File: src/rtl/pipelined_rd_addsub_if.sv
// Operand/result handshake bundle for pipelined_rd_addsub.
// Carries the optional ovf result bit when RD_OVERFLOW_EN is defined.
interface pipelined_rd_addsub_if #(
  parameter int WIDTH = 32
);
  logic [WIDTH-1:0] A;
  logic [WIDTH-1:0] B;
  logic             cin;
  logic             sub;
  logic             in_valid;
  logic             in_ready;
  logic [WIDTH-1:0] S;
  logic             cout;
  logic             out_valid;
  logic             out_ready;
`ifdef RD_OVERFLOW_EN
  logic             ovf;

  modport master (output A, B, cin, sub, in_valid, out_ready,
                  input  in_ready, S, cout, out_valid, ovf);
  modport slave  (input  A, B, cin, sub, in_valid, out_ready,
                  output in_ready, S, cout, out_valid, ovf);
`else
  modport master (output A, B, cin, sub, in_valid, out_ready,
                  input  in_ready, S, cout, out_valid);
  modport slave  (input  A, B, cin, sub, in_valid, out_ready,
                  output in_ready, S, cout, out_valid);
`endif
endinterface

File: src/rtl/pipelined_rd_addsub.sv
// Pipelined recursive-doubling (Kogge-Stone) adder/subtractor, latency log2(WIDTH)+2.
// Define RD_OVERFLOW_EN to add the signed-overflow output ovf.
module pipelined_rd_addsub #(
  parameter int WIDTH = 32
) (
  input logic                  clk,
  input logic                  rst,
  pipelined_rd_addsub_if.slave bus
);
  localparam int LOG2W = $clog2(WIDTH);

  // Status is tracked per position 0..WIDTH: position 0 is the carry-in slot,
  // position i+1 is operand bit i. p=0 at position 0 makes groups reaching it final.
  logic [LOG2W:0]            vld_q, vld_d;
  logic [LOG2W:0][WIDTH:0]   g_q, g_d, p_q, p_d;
  logic [LOG2W:0][WIDTH-1:0] hs_q, hs_d;
  logic [LOG2W:1][WIDTH:0]   gc, pc;
  logic [WIDTH-1:0]          b_eff, s_q, s_d;
  logic                      out_vld_q, out_vld_d;
  logic                      cout_q, cout_d, cout_c;
  logic                      advance;
  logic                      unused_p;
`ifdef RD_OVERFLOW_EN
  logic                      ovf_q, ovf_d;
`endif

  assign advance      = bus.out_ready | ~out_vld_q;
  assign bus.in_ready = advance;
  assign bus.out_valid = out_vld_q;
  assign bus.S        = s_q;
  assign bus.cout     = cout_q;
`ifdef RD_OVERFLOW_EN
  assign bus.ovf      = ovf_q;
`endif

  assign b_eff = bus.sub ? ~bus.B : bus.B;

  for (genvar k = 1; k <= LOG2W; k++) begin : g_pfx
    localparam int D = 1 << (k - 1);
    assign gc[k] = {g_q[k-1][WIDTH:D] | (p_q[k-1][WIDTH:D] & g_q[k-1][WIDTH-D:0]),
                    g_q[k-1][D-1:0]};
    assign pc[k] = {p_q[k-1][WIDTH:D] & p_q[k-1][WIDTH-D:0], p_q[k-1][D-1:0]};
  end

  // The top position spans bits 0..WIDTH-1 only; fold in the carry-in slot here.
  assign cout_c   = g_q[LOG2W][WIDTH] | (p_q[LOG2W][WIDTH] & g_q[LOG2W][0]);
  assign unused_p = ^p_q[LOG2W][WIDTH-1:0];

  always_comb begin
    vld_d     = vld_q;
    g_d       = g_q;
    p_d       = p_q;
    hs_d      = hs_q;
    out_vld_d = out_vld_q;
    s_d       = s_q;
    cout_d    = cout_q;
`ifdef RD_OVERFLOW_EN
    ovf_d     = ovf_q;
`endif
    if (advance) begin
      vld_d          = {vld_q[LOG2W-1:0], bus.in_valid};
      g_d[0]         = {bus.A & b_eff, bus.sub | bus.cin};
      p_d[0]         = {bus.A ^ b_eff, 1'b0};
      g_d[LOG2W:1]   = gc;
      p_d[LOG2W:1]   = pc;
      hs_d           = {hs_q[LOG2W-1:0], bus.A ^ b_eff};
      out_vld_d      = vld_q[LOG2W];
      s_d            = hs_q[LOG2W] ^ g_q[LOG2W][WIDTH-1:0];
      cout_d         = cout_c;
`ifdef RD_OVERFLOW_EN
      ovf_d          = g_q[LOG2W][WIDTH-1] ^ cout_c;
`endif
    end
  end

  always_ff @(posedge clk or posedge rst) begin
    if (rst) begin
      vld_q     <= '0;
      g_q       <= '0;
      p_q       <= '0;
      hs_q      <= '0;
      out_vld_q <= 1'b0;
      s_q       <= '0;
      cout_q    <= 1'b0;
`ifdef RD_OVERFLOW_EN
      ovf_q     <= 1'b0;
`endif
    end else begin
      vld_q     <= vld_d;
      g_q       <= g_d;
      p_q       <= p_d;
      hs_q      <= hs_d;
      out_vld_q <= out_vld_d;
      s_q       <= s_d;
      cout_q    <= cout_d;
`ifdef RD_OVERFLOW_EN
      ovf_q     <= ovf_d;
`endif
    end
  end
endmodule

File: src/flat_wrapper.sv
// flat-port wrapper written by rule: the top's interface ports become plain ports
module pipelined_rd_addsub_flat 
#(
  parameter int WIDTH = 32
)
  (clk, rst, bus_A, bus_B, bus_cin, bus_sub, bus_in_valid, bus_out_ready, bus_in_ready, bus_S, bus_cout, bus_out_valid);
  pipelined_rd_addsub_if #(.WIDTH(WIDTH)) bus_i ();
  input logic clk;
  input logic rst;
  input wire logic [$bits(bus_i.A)-1:0] bus_A;
  input wire logic [$bits(bus_i.B)-1:0] bus_B;
  input wire logic [$bits(bus_i.cin)-1:0] bus_cin;
  input wire logic [$bits(bus_i.sub)-1:0] bus_sub;
  input wire logic [$bits(bus_i.in_valid)-1:0] bus_in_valid;
  input wire logic [$bits(bus_i.out_ready)-1:0] bus_out_ready;
  output wire logic [$bits(bus_i.in_ready)-1:0] bus_in_ready;
  output wire logic [$bits(bus_i.S)-1:0] bus_S;
  output wire logic [$bits(bus_i.cout)-1:0] bus_cout;
  output wire logic [$bits(bus_i.out_valid)-1:0] bus_out_valid;
  assign bus_i.A = bus_A;
  assign bus_i.B = bus_B;
  assign bus_i.cin = bus_cin;
  assign bus_i.sub = bus_sub;
  assign bus_i.in_valid = bus_in_valid;
  assign bus_i.out_ready = bus_out_ready;
  assign bus_in_ready = bus_i.in_ready;
  assign bus_S = bus_i.S;
  assign bus_cout = bus_i.cout;
  assign bus_out_valid = bus_i.out_valid;
  pipelined_rd_addsub #(.WIDTH(WIDTH)) u_core (.clk(clk), .rst(rst), .bus(bus_i));
endmodule
File: config.mk
export PLATFORM = sky130hd
export DESIGN_NAME = pipelined_rd_addsub_flat
export DESIGN_NICKNAME = d
export VERILOG_FILES = /design/src/rtl/pipelined_rd_addsub_if.sv /design/src/rtl/pipelined_rd_addsub.sv /design/src/flat_wrapper.sv
export SDC_FILE = /design/constraint.sdc
export NUM_CORES = 1
export LEC_CHECK = 0
export ABC_AREA = 0
export CAP_MARGIN = 20
export CORE_MARGIN = 8
export CORE_UTILIZATION = 40
export CTS_BUF_LIST = sky130_fd_sc_hd__clkbuf_8
export DETAILED_ROUTE_END_ITERATION = 12
export HOLD_SLACK_MARGIN = 0.15
export PLACE_DENSITY_LB_ADDON = 0.25
export SLEW_MARGIN = 15
export SYNTH_ARGS = -nofsm -noshare
export SYNTH_HDL_FRONTEND = slang
export SYNTH_SLANG_ARGS = --single-unit
export TNS_END_PERCENT = 10
File: constraint.sdc
create_clock -name clk -period 16.9 [get_ports clk]
set_clock_uncertainty 0.05 [all_clocks]
set_input_delay 3.38 -clock clk [delete_from_list [all_inputs] [get_ports clk]]
set_output_delay 3.38 -clock clk [all_outputs]
set_load 0.01 [all_outputs]
## Word level (Yosys, flattened, before mapping)

Cells that the tools add are included.
W data, S select, Z words.

| operators by class | value |
|---|---|
| muxes and demuxes | 1 |
| bitwise logic cells | 24 |

Operator list:

| cell | number |
|---|---|
| $and A32 B32 Y32 | 3 |
| $xor A32 B32 Y32 | 2 |
| $and A31 B31 Y31 | 2 |
| $and A29 B29 Y29 | 2 |
| $and A25 B25 Y25 | 2 |
| $and A17 B17 Y17 | 2 |
| $mux W32 | 1 |
| $not A32 Y32 | 1 |
| $or A32 B32 Y32 | 1 |
| $or A31 B31 Y31 | 1 |
| $or A29 B29 Y29 | 1 |
| $or A25 B25 Y25 | 1 |
| $or A17 B17 Y17 | 1 |
| $or A1 B1 Y1 | 3 |
| $and A1 B1 Y1 | 1 |
| $not A1 Y1 | 1 |

| storage, ports and cells | value |
|---|---|
| register bits after elaboration | 590 |
| input port bits | 70 |
| output and inout bits | 35 |

## Depth between registers and ports, before layout

| logic depth | value |
|---|---|
| depth after elaboration | 3 |
| mapped depth | 8 |
| depth with buffers taken out | 3 |

## Worst setup path after synthesis

Ideal clock, no wire load.

| timing path | value |
|---|---|
| kind | input-to-output |
| start | in bus_out_ready |
| end | out bus_in_ready |
| arrival time | 4.050 ns |
| slack | 9.420 ns |
| stages on the path | 6 |
| path buffers | 4 |
| cells stage by stage | nor2b_1 buf_2 buf_6 inv_4 buf_6 buf_6 |

| on the way | value |
|---|---|
| word-level cells in the longest chain between the ends | 1 |

RTL lines:

| item | line | text |
|---|---|---|
| start, declared | flat_wrapper.sv:15 | `input wire logic [$bits(bus_i.out_ready)-1:0] bus_out_ready;` |
| $or A1 B1 Y1 | pipelined_rd_addsub.sv:27 | `assign advance = bus.out_ready \| ~out_vld_q;` |
| end, declared | flat_wrapper.sv:16 | `output wire logic [$bits(bus_i.in_ready)-1:0] bus_in_ready;` |

No other way between the ends.

## Worst setup path after layout

Ends and elaborated chain as after synthesis.

==> impl_results.md <==
* Worst Tran Pin Value at 1070 ps
* Antenna Nets Post-Route at 0
* Area leader, netlist: dfrtp_1
* Most frequent cell after synthesis: dfrtp_1
* Power Total at 4.57 mW
* Max-cap violation count at 0
* Placed Instance Area at 24000 um2
* Sw power at 1.52 mW
* Comb pwr share at 0.259
* Hold buffers post-CTS at 0
* Initial drt markers at 1008
* Final Hold Vio Count at 0
* Drt total wl at 50.2 mm
* Hold Crit Depth at 1
* Ys async rst share at 1.00
* GR Overflow Total at 0
* WL/cell at 18.8 um
* Worst skew pair latency at 660 ps
* GRT Total Usage at 0.158
* Post-synthesis sequential area ratio at 0.593
* Synth area leaders: dfrtp_1 (59%), mux2_2 (12%), nand3b_1 (8.0%)
* Final critical-path share of the clock period at 0.547
* Root Buffer: clkbuf_8
* Min Tclk post-route at 9250 ps
* EDFF count, synth at 0
* Setup bufs post-CTS at 0
* Share of the synthesized area in the top cell type at 0.593
* Setup TNS at 0 ps
* Synth Instances at 1759
* Reg2Reg Depth at 5
* Post-Syn Area at 22500 um2
* DP Worst Slack at 7620 ps
* Number of clock sinks at 533
* #FFs+latches synth at 533
* Core footprint at 56000 um2
* Final WS setup at 7650 ps
* Outcome: completed
* Top fanout value on the critical path at 220
* Synth warn at 0
* Via Count at 13800
* Hold path start: u_core.vld_q[5]
* Sw frac at 0.334
* RSZ-0062 raised after global routing: no
* Clock-pin slew on the worst setup and hold paths at 60 ps
* Hold Crit Endpoint: u_core.bus.out_valid
* Rows at 87
* Area delta synth->final at 14.4%
* IO Port Bufs at 104
* Die Height at 253 um
* Initial core utilization at 0.402
* Maximum vdd drop at 0.107 mV
* Most used DFF post-synth: dfrtp_1
* Slew headroom at 0.286
* Critical Path End Type: output pin
* CP Launch Type: input port
* Clock power frac at 0.236
* Worst Setup Path Type: in -> out
* Int Pwr at 3.04 mW
* Post-synth top cells: dfrtp_1 (533), nand3b_1 (239), o21ai_0 (239)
* Layout cells sized above 1 at 0.226
* Sequential power share at 0.505
* Mapped Nets at 1861
* Lkg Pwr at 11.0 nW
* Global-route wire length before repair at 80.8 mm
* Vias per inst at 5.15
* Drt pass-1 iters at 5
* Io pins at 105
* Pins Over Slew Limit at 0
* Power density over cell area at 177 nW/um2
* R2r endpoint: u_core.hs_q[154]
* CTS Buffer Depth at 3
* Antenna violations before repair at 2
* H-tree depth at 3
* Worst path arrival time at 5820 ps
* Num CTS Buffers at 87
* Vias in the first global route at 14100
* R2r startpoint: u_core.bus.out_valid
* Max Freq at 108 MHz
* Post-CTS resize count at 0
* GPL Wtd Cong at 0.751
* Worst EP required at 13470 ps
* Post-detail-place hpwl at 32.1 mm
* HP Class: reg -> reg
* Setup-failing EPs final at 0
* Hold WS at 418 ps
* DIE AREA at 64100 um2
* R2R setup slack at 12640 ps
* Die extent in x at 253 um
* Post-layout nets at 1952
* Unique masters post-synth at 18
* CTS tree: yes
* Post-route DRC at 0
* Pin count of the biggest net entering global routing at 221
* Final instance area at 25700 um2
* Synthesized area per cell at 12.8 um2
layer usage:
layer,share of wire,vias up,global-route usage
li1,-,6460,-
met1,0.48,6982,0.226
met2,0.47,247,0.245
met3,0.034,64,0.0252
met4,0.018,0,0.0473
met5,0,-,0
metrics by stage:
stage,utilization,std cells
2_1_floorplan,-,1759
3_3_place_gp,0.429,2516
3_5_place_dp,0.429,2516
4_1_cts,0.459,2666
5_1_grt,0.460,2668
6_report,0.460,2668
flip-flops by register name, indices dropped and copies added, names as in the netlist:
| name | count |
|---|---|
| u_core.bus.out_valid | 1 |
| u_core.p_q | 103 |
| u_core.vld_q | 6 |
| u_core.hs_q | 192 |
| u_core.bus.S | 32 |
| u_core.bus.cout | 1 |
| u_core.g_q | 198 |
final cells by class:
type / count / area [um2]
inverter: 2 / 16.3
fill: 5236 / 30200
tap: 756 / 946
timing repair buffer: 118 / 1200
multi-input combinational: 1108 / 8550
sequential: 533 / 13300
clock inverter: 45 / 236
clock buffer: 105 / 1450
antenna: 1 / 2.50
power by group through the flow:
| stage | clock [mW] | sequential (mW) | combinational [mW] |
|---|---|---|---|
| detailed placement | 0 | 2.34 | 1.20 |
| finish | 1.08 | 2.31 | 1.18 |
| global route | 1.17 | 2.38 | 1.31 |
| floorplan | 0 | 2.12 | 0.921 |
| CTS | 1.11 | 2.32 | 1.21 |
| global placement | 0 | 2.32 | 1.17 |
kinds of logic after synthesis:
family                     after synthesis  share of synthesized area
AOI/OAI and AO/OA                      374                     0.0832
xor gates and xnor gates                64                     0.0249
adders and majority gates               32                     0.0178
buffers and inverters                  118                     0.0272
DFF                                    533                      0.593
muxes                                  293                      0.156
and+or+nand+nor                        345                     0.0977
placed cells by master (no fill, tap or decap), drive strengths merged:
cell,instances
o21ai,239
dfrtp,533
mux2,293
nand2,103
a21oi,135
clkinv,5
nand2b,1
clkdlybuf4s50,102
bufinv,1
xor2,64
diode,1
nand3b,239
nor2b,1
clkbuf,105
clkinvlp,5
nor2,1
inv,36
buf,16
ha,32
critical path: stages:
cell,delay (ps)
buf_4,630
nor2b_4,80
buf_12,340
inv_6,580
clkdlybuf4s50_1,650
how the worst max path moves through the flow:
stage / from / to
2_1_floorplan: rst / u_core.bus.S[0]
3_3_place_gp: bus_out_ready / bus_in_ready
3_5_place_dp: bus_out_ready / bus_in_ready
4_1_cts: bus_out_ready / bus_in_ready
5_1_grt: bus_out_ready / bus_in_ready
6_report: bus_out_ready / bus_in_ready
No activity file was read; power rests on OpenSTA's default activity.
